**config.mk**
```make
export PLATFORM = sky130hd
export DESIGN_NAME = tt_lut_engine
export DESIGN_NICKNAME = d
export VERILOG_FILES = /design/src/rtl/tt_lut_engine.sv
export SDC_FILE = /design/constraint.sdc
export NUM_CORES = 1
export LEC_CHECK = 0
export BUFFER_PORTS_ARGS = -buffer_cell sky130_fd_sc_hd__buf_2
export CELL_PAD_IN_SITES_DETAIL_PLACEMENT = 2
export CELL_PAD_IN_SITES_GLOBAL_PLACEMENT = 2
export CORE_MARGIN = 4
export CORE_UTILIZATION = 32
export DETAILED_ROUTE_END_ITERATION = 10
export GPL_TIMING_DRIVEN = 1
export PLACE_DENSITY = 0.82
export REMOVE_ABC_BUFFERS = 1
export SLEW_MARGIN = 40
export SYNTH_ARGS = -nofsm -noshare
export SYNTH_HDL_FRONTEND = slang
export SYNTH_SLANG_ARGS = --single-unit
export TNS_END_PERCENT = 20
```
**constraint.sdc**
```tcl
create_clock -name clk -period 1.62 [get_ports clk]
set_input_delay 0.324 -clock clk [delete_from_list [all_inputs] [get_ports clk]]
set_output_delay 0.324 -clock clk [all_outputs]
set_load 0.03 [all_outputs]
```
**src/rtl/tt_lut_engine.sv**
```systemverilog
// tt_lut_engine: runtime-loadable N_IN-input truth-table evaluator.
//
// Purpose
//   Evaluates out_data = table[in_data] with one cycle of latency. The table is
//   double-registered: loads are assembled LSB slice first in a staging table
//   over several beats. They are copied into the active table only when the
//   load is well-formed, which means exactly BEATS beats with cfg_last on the
//   final beat. Malformed loads set the sticky err_cfg flag and leave the
//   active table untouched. The next good load clears err_cfg.
//
// Build option
//   TT_LUT_SHADOW_EN : when defined, evaluation keeps running during a load
//                      (LOAD/DRAIN/COMMIT) against the active table. When
//                      undefined, in_ready is held low outside IDLE. A result
//                      already held on the output still drains.
//
// Ports
//   clk        in   sole clock, rising edge
//   rst        in   synchronous active-high reset
//   cfg_valid  in   config beat offered
//   cfg_ready  out  config beat accepted when cfg_valid & cfg_ready
//   cfg_data   in   LOAD_W-bit table slice, LSB slice first
//   cfg_last   in   final beat of a table load
//   in_valid   in   input vector offered
//   in_ready   out  vector accepted when in_valid & in_ready
//   in_data    in   N_IN-bit table index (bit 0 = index LSB)
//   out_valid  out  result held
//   out_ready  in   result consumed when out_valid & out_ready
//   out_data   out  table[in_data] of the accepted vector
//   err_cfg    out  sticky malformed-load flag

module tt_lut_engine #(
    parameter int unsigned N_IN     = 4,
    parameter int unsigned LOAD_W   = 4,
    parameter logic [63:0] RESET_TT = 64'h409B
) (
    input  logic              clk,
    input  logic              rst,
    input  logic              cfg_valid,
    output logic              cfg_ready,
    input  logic [LOAD_W-1:0] cfg_data,
    input  logic              cfg_last,
    input  logic              in_valid,
    output logic              in_ready,
    input  logic [N_IN-1:0]   in_data,
    output logic              out_valid,
    input  logic              out_ready,
    output logic              out_data,
    output logic              err_cfg
);

    localparam int unsigned     TT_W      = 1 << N_IN;
    localparam int unsigned     BEATS     = TT_W / LOAD_W;
    localparam int unsigned     CNT_W     = $clog2(BEATS + 1);
    localparam logic [TT_W-1:0] RESET_VAL = RESET_TT[TT_W-1:0];
    localparam logic [CNT_W-1:0] LAST_IDX = CNT_W'(BEATS - 1);

    typedef enum logic [1:0] {
        StIdle,
        StLoad,
        StDrain,
        StCommit
    } state_e;

    state_e            state_q, state_d;
    logic [CNT_W-1:0]  cnt_q, cnt_d;
    logic [TT_W-1:0]   staging_q, staging_d;
    logic [TT_W-1:0]   active_q, active_d;
    logic              err_q, err_d;
    logic              out_valid_q, out_valid_d;
    logic              out_data_q, out_data_d;

    logic cfg_fire;
    logic in_fire;
    logic eval_en;

    // ------------------------------------------------------------------
    // Config FSM: next state, staging writes, commit
    // ------------------------------------------------------------------
    assign cfg_ready = (state_q != StCommit);
    assign cfg_fire  = cfg_valid & cfg_ready;

    always_comb begin
        state_d   = state_q;
        cnt_d     = cnt_q;
        staging_d = staging_q;
        active_d  = active_q;
        err_d     = err_q;

        unique case (state_q)
            StIdle: begin
                if (cfg_fire) begin
                    staging_d[LOAD_W-1:0] = cfg_data;
                    cnt_d                 = CNT_W'(1);
                    if (cfg_last) begin
                        if (BEATS == 1) begin
                            state_d = StCommit;
                        end else begin
                            // Load ended too early: flag it, stay ready for a new load.
                            err_d = 1'b1;
                        end
                    end else if (BEATS == 1) begin
                        // A single-beat table without cfg_last is already over-long.
                        err_d   = 1'b1;
                        state_d = StDrain;
                    end else begin
                        state_d = StLoad;
                    end
                end
            end

            StLoad: begin
                if (cfg_fire) begin
                    // Constant-base slice writes keep the select widths exact.
                    for (int b = 1; b < int'(BEATS); b++) begin
                        if (cnt_q == CNT_W'(b)) begin
                            staging_d[b*LOAD_W +: LOAD_W] = cfg_data;
                        end
                    end
                    cnt_d = cnt_q + CNT_W'(1);
                    if (cfg_last) begin
                        if (cnt_q == LAST_IDX) begin
                            state_d = StCommit;
                        end else begin
                            err_d   = 1'b1;
                            state_d = StIdle;
                        end
                    end else if (cnt_q == LAST_IDX) begin
                        // Table is full but the sender keeps going: swallow the rest.
                        err_d   = 1'b1;
                        state_d = StDrain;
                    end
                end
            end

            StDrain: begin
                if (cfg_fire && cfg_last) begin
                    state_d = StIdle;
                end
            end

            StCommit: begin
                active_d = staging_q;
                err_d    = 1'b0;
                cnt_d    = '0;
                state_d  = StIdle;
            end

            default: begin
                state_d = StIdle;
            end
        endcase
    end

    // ------------------------------------------------------------------
    // Evaluation path: one-deep output register with valid/ready
    // ------------------------------------------------------------------
`ifdef TT_LUT_SHADOW_EN
    assign eval_en = 1'b1;
`else
    assign eval_en = (state_q == StIdle);
`endif

    assign in_ready = (~out_valid_q | out_ready) & eval_en;
    assign in_fire  = in_valid & in_ready;

    // A vector accepted in the COMMIT cycle reads active_q before it is overwritten.
    always_comb begin
        out_valid_d = out_valid_q;
        out_data_d  = out_data_q;
        if (in_fire) begin
            out_valid_d = 1'b1;
            out_data_d  = active_q[in_data];
        end else if (out_ready) begin
            out_valid_d = 1'b0;
        end
    end

    // ------------------------------------------------------------------
    // State registers
    // ------------------------------------------------------------------
    always_ff @(posedge clk) begin
        if (rst) begin
            state_q     <= StIdle;
            cnt_q       <= '0;
            staging_q   <= '0;
            active_q    <= RESET_VAL;
            err_q       <= 1'b0;
            out_valid_q <= 1'b0;
            out_data_q  <= 1'b0;
        end else begin
            state_q     <= state_d;
            cnt_q       <= cnt_d;
            staging_q   <= staging_d;
            active_q    <= active_d;
            err_q       <= err_d;
            out_valid_q <= out_valid_d;
            out_data_q  <= out_data_d;
        end
    end

    assign out_valid = out_valid_q;
    assign out_data  = out_data_q;
    assign err_cfg   = err_q;

endmodule

```
## After elaboration in Yosys (flattened, before gate mapping)

Cells that the tools add are included.

| word-level totals | value |
|---|---|
| latch bits | 0 |
| register bits after elaboration | 40 |
| input bits | 14 |
| memories | 0 |
| output and inout bits | 5 |
| memory bits (writable) | 0 |
| logic and storage cells | 64 |
| memory bits (read-only) | 0 |

| cells by class | value |
|---|---|
| mux-type cells | 22 |
| eq/ne operators | 14 |
| reductions and logical operators | 11 |
| add/sub/neg operators | 1 |
| order comparisons | 1 |
| shift operators | 0 |
| bitwise operators | 5 |
| $mul | 0 |
| div/mod/pow operators | 0 |

Operators with widths:

| kind | number |
|---|---|
| 2-to-1 mux 2 bit | 7 |
| != test 2 bit (second input constant) | 6 |
| AND reduction 3 bit | 4 |
| 2-to-1 mux 1 bit | 9 |
| case mux 3 bit (3 select lines) | 1 |
| case mux 2 bit (4 select lines) | 1 |
| equality test 3 x 2 -> 1 bit (second input constant) | 2 |
| 2-to-1 mux 3 bit | 2 |
| != test 3 bit (second input constant) | 2 |
| AND reduction 6 bit | 1 |
| < comparator 4 x 5 -> 1 bit (second input constant) | 1 |
| AND reduction 5 bit | 1 |
| binary-select mux 1 bit (select 4 bit) | 1 |
| equality test 2 bit (second input constant) | 2 |
| adder 3 x 1 -> 3 bit (second input constant) | 1 |
| bitwise AND 1 bit | 3 |
| equality test 3 x 1 -> 1 bit (second input constant) | 1 |
| case mux 1 bit (3 select lines) | 1 |
| nonzero test 3 bit | 1 |
| equality test 2 x 1 -> 1 bit (second input constant) | 1 |
| logical NOT 2 bit | 1 |
| AND reduction 2 bit | 1 |
| nonzero test 2 bit | 1 |
| logical AND 1 bit | 1 |
| 2 further kinds | 2 |

## Longest topological paths before layout

Gate-level depths: netlist (run 1).

| depth | value |
|---|---|
| depth after elaboration | 5 |
| depth in mapped cells | 7 |
| mapped depth without buffers | 6 |

## Least setup slack after synthesis (run 1)

Ideal clock, no wire load.

| timing | value |
|---|---|
| path type | register to register |
| start | register state_q[0] |
| end | register state_q[0] |
| path buffers | 0 |
| setup slack | -0.003 ns |
| period minus slack after synthesis | 1.623 ns |
| setup time | 0.120 ns |
| cell stages (with the launch flop) | 6 |
| required time | 1.500 ns |
| arrival time | 1.503 ns |
| cell sequence | dfxtp_1 -> ha_1 -> or3b_1 -> a211oi_2 -> o211ai_1 -> nor3b_1 |

| on the way | value |
|---|---|
| cells in the longest elaborated chain, start to end | 5 |
| elaborated cells on any way between the ends | 14 |
| those cells by class | eq/ne (9); mux (1); bitwise (1); reduce/logical (3) |

RTL lines:

| element | line | text |
|---|---|---|
| from (decl) | 65 | `state_e state_q, state_d;` |
| from (signal assigned) | 184 | `state_q <= StIdle;` |
| from (signal assigned) | 192 | `state_q <= state_d;` |
| != test 2 bit | 80 | `assign cfg_ready = (state_q != StCommit);` |
| bitwise AND 1 bit | 81 | `assign cfg_fire = cfg_valid & cfg_ready;` |
| logical AND 1 bit | 137 | `if (cfg_fire && cfg_last) begin` |
| != test 2 bit (no source line) | n/a |  |
| AND reduction 5 bit (no source line) | n/a |  |

Parallel ways exist; a longest one is shown, timed or not.
A chain may end at the register's enable or synchronous reset.

## Worst setup path in the final report (run 1)

| timing | value |
|---|---|
| start | register state_q[1] |
| end | register state_q[0] |

Same word-level chain as after synthesis.

==> flow_summary.ini, run 1 <==
[sta]
fin_skew_ns = 0.00583
fin_crit_ns = 1.70
grt_setup_unrepaired = true
fin_hold_ws_ns = 0.298
drv_slew = 0
tns_ns = -0.352
hold_viol_final = 0
finalCritPeriodShare_pct = 105
setup_viol = 11
relSlewSlack_pct = 75.5
worst_slack_ns = -0.0793
tightest_slew_ns = 0.368
fmax_ghz = 0.588

[cts]
cts_buffers = 5
clockRootBuffer = clkbuf_8
cts_tree = built
cts_buffer_depth = 2
ctsHoldBuffers = 0
clock_sinks = 40
clock_latency_ns = 0.30
cts.clk_slew.worst_paths_ns = 0.08
htreeDepth = 2

[synth]
synthTopCellsByArea = dfxtp_1 43%, mux2i_1 12%, ha_1 6.0%
synth.top_cell.area_share_pct = 42.7
synth_commonest_cells = 40 x dfxtp_1, 23 x mux2i_1, 23 x nand2_1
synthArstFlopShare_pct = 0
syn_avg_cell_area_um2 = 9.28
synth_seq_cells = 40
synth_cells = 202
yosysMostFrequentCell = dfxtp_1
synth_edf_count = 0
synth_top_area_cell = dfxtp_1
synth_seq_area_share_pct = 42.7
ys_warn_count = 0
netlist_area_mm2 = 0.00188
ys.flop_type = dfxtp_1
yosysUniqueCellTypes = 39

[critical_path]
crit_chain = buf_4, ha_4, or3b_4, a211oi_4, o211ai_1, nor3b_2
slowest_stage = or3b_4
cp-start-kind = flop
critPathMaxStageDelay_ns = 0.41
cp.required_ns = 1.80
crit_family = simple AND/OR/NAND/NOR gates
crit_arrival_ns = 1.88
end_kind = flop
cp_max_fo = 4
rr_startpoint = state_q[1]
critPathBufInv = 1
critPathKind = reg2reg
r2r_end = state_q[0]
rr_worst_depth = 6
regToRegSetupSlack_ns = -0.08

[place]
preCtsSetupSlack_ns = -0.114
dp.cells = 303
io_buffers = 18
place_area_mm2 = 0.00214
dp.final_hpwl_mm = 3.94
place.gp.congestion = 0.752

[detailed_routing]
wl_mm = 5.71
route.detailed.drc = 0
routedWlPerCell_um = 17.9
viasPerCell = 5.05
dr_total_vias = 1611
drtPass1Iterations = 4
antenna_left = 0
initialDrtViolationCount = 87

[cells_and_area]
nets = 269
drive_above_1_share_pct = 33.2
regArea_um2 = 806
instances_no_fill = 319
fillers = 621
design_area_mm2 = 0.00244
multi_input_area_mm2 = 0.00108
n_antenna_cell = 0
area_delta_synth_final_pct = 30.2

[min_path]
min_path_type = in2reg
hold_start = rst
whs_path_depth = 2
holdPathEnd = state_q[0]

[grt]
antenna_found_initial = 0
grt_pass1_wl_mm = 9.35
grt_use_total_pct = 16.4
grt_pass1_vias = 1777
grt_max_degree = 32
grt_overflow = 0

[die]
rows = 27
dieArea_mm2 = 0.00715
die_h_um = 84.6
coreArea_mm2 = 0.00561
die_w_um = 84.6
start_util_pct = 33.4
ios = 19

[power_and_ir_drop]
vdd_ir_drop_max_mv = 0.467
leakage_nw = 0.969
power_density_mw_per_mm2 = 1030

[run]
maxCapViolCount = 0

[status]
status = finished with violations
violations = setup timing
[kinds of logic (layout without fill, tap and decap cells)]
kind of cell | count (synthesis) | after routing | share of synthesized area, %
adder cells (fa/ha/maj) | 9 | 9 | 6.00
AND/OR/NAND/NOR | 73 | 73 | 18.7
multiplexers | 27 | 27 | 16.1
flip-flops | 40 | 40 | 42.7
buffers and inverters | 21 | 66 | 5.87
AO/OA/AOI/OAI | 32 | 32 | 10.6
[worst reg2reg max path, stage by stage (launching register included)]
cell	delay (ns)
dfxtp_2	0.33
buf_4	0.15
ha_4	0.16
or3b_4	0.41
a211oi_4	0.28
o211ai_1	0.11
nor3b_2	0.16
[power breakdown]
part / total (W) / internal (W) / switching (W)
Clock: 0.000672 / 0.000301 / 0.000372
Sequential: 0.00106 / 0.00103 / 0.0000282
Combinational: 0.000792 / 0.000386 / 0.000407
[through the flow]
stage | util, % | total power [W]
floorplan | - | 0.00137
global placement | 38.2 | 0.00162
detailed placement | 38.2 | 0.00166
CTS | 42.3 | 0.00249
global route | 43.6 | 0.00266
finish | 43.6 | 0.00253
[layout make-up]
type                            count  share of cell area [%]
Clock buffer                        5                    2.82
Inverter                           11                    1.69
Multi-Input combinational cell    141                    44.2
Clock inverter                      3                   0.768
Tap cell                           72                    3.69
Timing Repair Buffer               47                    13.9
Sequential cell                    40                    33.0
[worst max path at each step]
stage          depth (start not counted)        from       endpoint  slack [ns]
2_1_floorplan                          5  state_q[0]  staging_q[10]       -0.66
3_3_place_gp                           5  state_q[0]     state_q[0]       -0.05
3_5_place_dp                           5  state_q[0]     state_q[0]       -0.11
4_1_cts                                6  state_q[0]     state_q[0]        -0.1
5_1_grt                                6  state_q[0]     state_q[0]       -0.15
6_report                               6  state_q[1]     state_q[0]       -0.08
[state kept, by name, indices dropped and copies added (netlist names)]
name	count
staging_q	16
err_cfg	1
out_valid	1
state_q	2
cnt_q	3
out_data	1
active_q	16
[routing by layer]
| layer | wire (um) | up-vias | global-route usage [%] |
|---|---|---|---|
| met1 | 2510 | 794 | 19.3 |
| met3 | 154 | 7 | 3.24 |
| li1 | - | 789 | - |
| met2 | 2960 | 21 | 30.4 |
| met4 | 85 | 0 | 3.88 |
| met5 | 0 | - | 0 |
[what timing repair did]
item | in CTS | in global routing
setup buffers | 6 | 2
pin swaps | 6 | 4
endpoints found under the setup margin | 14 | 25
resized for setup | 29 | 13
[layout by cell type (no fill, tap or decap), drive strengths merged]
master / netlist / layout
clkinv: 0 / 3
mux4: 2 / 2
ha: 9 / 9
inv: 11 / 11
mux2: 2 / 2
a2111oi: 1 / 1
o211ai: 1 / 1
nor2: 18 / 18
nor3b: 2 / 2
or3b: 1 / 1
buf: 5 / 47
or3: 1 / 1
dfxtp: 40 / 40
nand3: 15 / 15
or4bb: 1 / 1
o211a: 1 / 1
nand2b: 1 / 1
a21oi: 19 / 19
or4: 1 / 1
nand4b: 1 / 1
mux2i: 23 / 23
a211o: 1 / 1
a31oi: 1 / 1
nand3b: 1 / 1
and2: 1 / 1
nor2b: 1 / 1
nand2: 23 / 23
a211oi: 1 / 1
nor4bb: 1 / 1
or2b: 1 / 1
clkbuf: 5 / 5
o221ai: 1 / 1
o41ai: 1 / 1
nor3: 4 / 4
o21ai: 4 / 4
o31ai: 1 / 1
Power figures use the tool's default switching activity.
==> run 2, diff against run 1 <==
--- a/constraint.sdc
+++ b/constraint.sdc
@@ -3,2 +3,2 @@
 set_output_delay 0.324 -clock clk [all_outputs]
-set_load 0.03 [all_outputs]
+set_load 0.02 [all_outputs]
==> flow_summary.ini, run 2 (synthesis results as in run 1) <==
[sta]
tightest_slew_ns = 0.386
grt_setup_unrepaired = true
hold_viol_final = 0
fin_crit_ns = 1.72
drv_slew = 0
fin_skew_ns = 0.00800
finalCritPeriodShare_pct = 106
fmax_ghz = 0.582
relSlewSlack_pct = 74.3
fin_hold_ws_ns = 0.300
worst_slack_ns = -0.0975
tns_ns = -0.459
setup_viol = 10

[detailed_routing]
drtPass1Iterations = 3
antenna_left = 0
routedWlPerCell_um = 18.3
dr_total_vias = 1648
route.detailed.drc = 0
initialDrtViolationCount = 55
viasPerCell = 5.13
wl_mm = 5.88

[power_and_ir_drop]
power_density_mw_per_mm2 = 1020
leakage_nw = 0.982
total_power_w = 0.00254
vdd_ir_drop_max_mv = 0.509

[critical_path]
cp_max_fo = 4
r2r_end = state_q[0]
critPathMaxStageDelay_ns = 0.41
regToRegSetupSlack_ns = -0.1
critPathKind = reg2reg
crit_chain = buf_6, ha_4, or3b_4, o31ai_4, o211ai_1, nor3b_2
crit_family = simple AND/OR/NAND/NOR gates
slowest_stage = or3b_4
cp.required_ns = 1.80
end_kind = flop
cp-start-kind = flop
rr_startpoint = state_q[0]
crit_arrival_ns = 1.90
cp-startpoint = state_q[0]
cp.depth = 6
rr_worst_depth = 6
crit_path_end = state_q[0]
critPathBufInv = 1

[cts]
cts_tree = built
cts.clk_slew.worst_paths_ns = 0.08
htreeDepth = 2
clock_sinks = 40
cts_buffers = 5
clock_latency_ns = 0.30
ctsHoldBuffers = 0
cts_buffer_depth = 2
clockRootBuffer = clkbuf_8

[cells_and_area]
n_antenna_cell = 0
layout_commonest_cell = dfxtp_1
top_regs = active_q (16), staging_q (16), cnt_q (3)
area_delta_synth_final_pct = 32.3
nets = 271
instances_no_fill = 321
drive_above_1_share_pct = 34.9
layout_common_cells = 38 x dfxtp_1, 24 x buf_4, 23 x mux2i_1

[die]
ios = 19
start_util_pct = 33.4
coreArea_mm2 = 0.00561
die_h_um = 84.6
die_w_um = 84.6
rows = 27
dieArea_mm2 = 0.00715

[grt]
grt_pass1_wl_mm = 9.43
grt_use_total_pct = 16.5
grt_pass1_vias = 1807
grt_overflow = 0
grt_max_degree = 32
antenna_found_initial = 0

[place]
place.gp.congestion = 0.752
dp.cells = 303
preCtsSetupSlack_ns = -0.114
io_buffers = 18
dp.final_hpwl_mm = 3.94

[min_path]
min_path_type = in2reg

[run]
maxCapViolCount = 0

[status]
violations = setup timing
status = finished with violations
-- run 2: worst min-delay path by stage --
stage,cells after the start,to,from
floorplan,1,cnt_q[0],rst
global placement,2,staging_q[4],staging_q[4]
detailed placement,2,staging_q[4],staging_q[4]
CTS,2,state_q[0],rst
global route,2,state_q[0],rst
finish,2,state_q[0],rst
-- run 2: worst reg2reg max path, delay by kind of cell (launching register included) --
kind / cells / cell delay (ns)
AOI/OAI and AO/OA: 2 / 0.40
and+or+nand+nor: 2 / 0.57
DFF: 1 / 0.36
adders and majority gates: 1 / 0.15
buffers and inverters: 1 / 0.12
-- run 2: repair_timing --
action | in CTS | in global routing
setup endpoints to repair | 14 | 24
resized for setup | 29 | 17
cloned | 0 | 0
setup buffers | 8 | 2
pin swaps | 6 | 3
hold endpoints to repair | 0 | 0
-- run 2: final cells by class --
| cell class | instances | area [um2] |
|---|---|---|
| clock buffers | 5 | 68.8 |
| clock inverters | 3 | 18.8 |
| fillers | 617 | 3130 |
| inverters | 11 | 41.3 |
| multi-input cells | 141 | 1090 |
| flip-flops and latches | 40 | 806 |
| well taps | 72 | 90.1 |
| repair buffers | 49 | 362 |
-- run 2: metal layers --
layer,GRT usage (%),vias to the layer above,share of wire [%]
met2,30.7,19,53
met5,0,-,0
met3,3.53,8,2.5
met1,19.2,826,43
met4,3.88,0,1.6
li1,-,795,-
-- run 2: power by group --
group          total [W]  internal [W]  switching [W]  leakage (nW)
combinational   0.000805      0.000409       0.000396         0.608
clock           0.000670      0.000300       0.000370        0.0479
sequential       0.00106       0.00103      0.0000316         0.325
-- run 2: per-stage QoR --
stage          utilization (%)  instance area (um2)
2_1_floorplan                -                 1810
3_3_place_gp              38.2                 2140
3_5_place_dp              38.2                 2140
4_1_cts                   42.7                 2390
5_1_grt                   44.2                 2480
6_report                  44.2                 2480
==> run 3, diff against run 2 <==
- CTS_CLUSTER_SIZE: unset -> 25
- SKIP_LAST_GASP: unset -> 1
==> flow_summary.ini, run 3 (synthesis results as in run 1) <==
[status]
status = finished with violations
violations = setup timing

[critical_path]
crit_chain = buf_6, ha_4, buf_4, nor4bb_4, buf_6, buf_4, nand3_1, a21oi_1
cp-startpoint = state_q[0]
cp_max_fo = 7
crit_family = buffers and inverters
cp-start-kind = flop
critPathMaxStageDelay_ns = 0.36
end_kind = flop
cp.required_ns = 1.85
crit_arrival_ns = 1.94
critPathBufInv = 4
slowest_stage = dfxtp_4
rr_startpoint = state_q[0]
critPathKind = reg2reg

[detailed_routing]
dr_total_vias = 1650
antenna_left = 0
drtPass1Iterations = 4
routedWlPerCell_um = 17.9
initialDrtViolationCount = 50
viasPerCell = 5.14
wl_mm = 5.74
route.detailed.drc = 0

[cells_and_area]
multi_input_area_mm2 = 0.00106
drive_above_1_share_pct = 31.3
n_antenna_cell = 0
layout_common_cells = 38 x dfxtp_1, 26 x buf_4, 23 x mux2i_1
layout_commonest_cell = dfxtp_1
nets = 271
area_delta_synth_final_pct = 29.5
top_regs = active_q (16), staging_q (16), cnt_q (3)
regArea_um2 = 806
fillers = 631

[sta]
worst_slack_ns = -0.0959
fin_skew_ns = 0.00735
fmax_ghz = 0.583
tightest_slew_ns = 0.363
drv_slew = 0
relSlewSlack_pct = 75.8
hold_viol_final = 0
fin_crit_ns = 1.72
fin_hold_ws_ns = 0.301
setup_viol = 13
grt_setup_unrepaired = true
finalCritPeriodShare_pct = 106

[power_and_ir_drop]
total_power_w = 0.00253
switching_power_w = 0.000796
seq_power_share_pct = 42.1
power_density_mw_per_mm2 = 1040
pwr-share-clk_pct = 26.4
vdd_ir_drop_max_mv = 0.523
power_frac_comb_pct = 31.5
swShare_pct = 31.5
leakage_nw = 0.966
power.internal_w = 0.00173

[die]
start_util_pct = 33.4
die_h_um = 84.6
coreArea_mm2 = 0.00561
rows = 27
ios = 19
dieArea_mm2 = 0.00715
die_w_um = 84.6

[cts]
htreeDepth = 2
clock_sinks = 40
cts_tree = built
clockRootBuffer = clkbuf_8
clock_latency_ns = 0.30
cts_buffer_depth = 2
ctsHoldBuffers = 0
cts_buffers = 5
cts.clk_slew.worst_paths_ns = 0.08

[run]
maxCapViolCount = 0

[grt]
grt_pass1_vias = 1792
antenna_found_initial = 0
grt_pass1_wl_mm = 9.51
grt_overflow = 0
grt_max_degree = 32
grt_use_total_pct = 16.6

[place]
preCtsSetupSlack_ns = -0.114
dp.final_hpwl_mm = 3.94
io_buffers = 18
place.gp.congestion = 0.752

[min_path]
hold_start = rst
min_path_type = in2reg
==> run 3: cell counts in the layout (fill, tap and decap cells not counted) <==
Identical to the previous run, type by type.
==> run 3: cell type report <==
| type | count | area share (%) |
|---|---|---|
| Clock buffer | 5 | 2.83 |
| Clock inverter | 3 | 0.773 |
| Inverter | 11 | 1.70 |
| Multi-Input combinational cell | 141 | 43.5 |
| Sequential cell | 40 | 33.2 |
| Tap cell | 72 | 3.71 |
| Timing Repair Buffer | 49 | 14.3 |
==> run 3: per-layer routing <==
metal	wire length, um	global-route usage [%]	vias to the layer above
met5	0	0	-
met4	58	3.88	0
met3	143	3.53	5
met2	3040	30.7	19
met1	2500	19.6	830
li1	-	-	796
==> run 3: worst paths after layout <==
check,slack (ns),cells past startpoint,end
setup reg to reg,-0.1,8,staging_q[5]
hold reg to reg,0.47,2,staging_q[1]
setup / recovery,-0.1,8,staging_q[5]
hold / removal,0.30,2,state_q[0]
==> run 3: what timing repair did <==
action / CTS / global route
pin swaps: 5 / 2
setup endpoints to repair: 14 / 25
gates cloned: 0 / 0
resized for setup: 24 / 7
buffers inserted: 8 / 2
==> run 3: power groups by stage <==
stage / sequential (W) / clock (W) / combinational (W)
2_1_floorplan: 0.00109 / 0 / 0.000260
3_3_place_gp: 0.00108 / 0 / 0.000524
6_report: 0.00106 / 0.000668 / 0.000796
4_1_cts: 0.00106 / 0.000695 / 0.000726
3_5_place_dp: 0.00108 / 0 / 0.000555
5_1_grt: 0.00107 / 0.000722 / 0.000868
==> run 3: per-stage QoR <==
step	setup TNS [ns]	utilization, %	cells	instance area (um2)
3_3_place_gp	-0.0985	38.2	303	2140
2_1_floorplan	-8.44	-	192	1810
3_5_place_dp	-0.768	38.2	303	2140
5_1_grt	-2.32	43.3	321	2430
4_1_cts	-0.547	42.4	319	2380
6_report	-0.616	43.3	321	2430
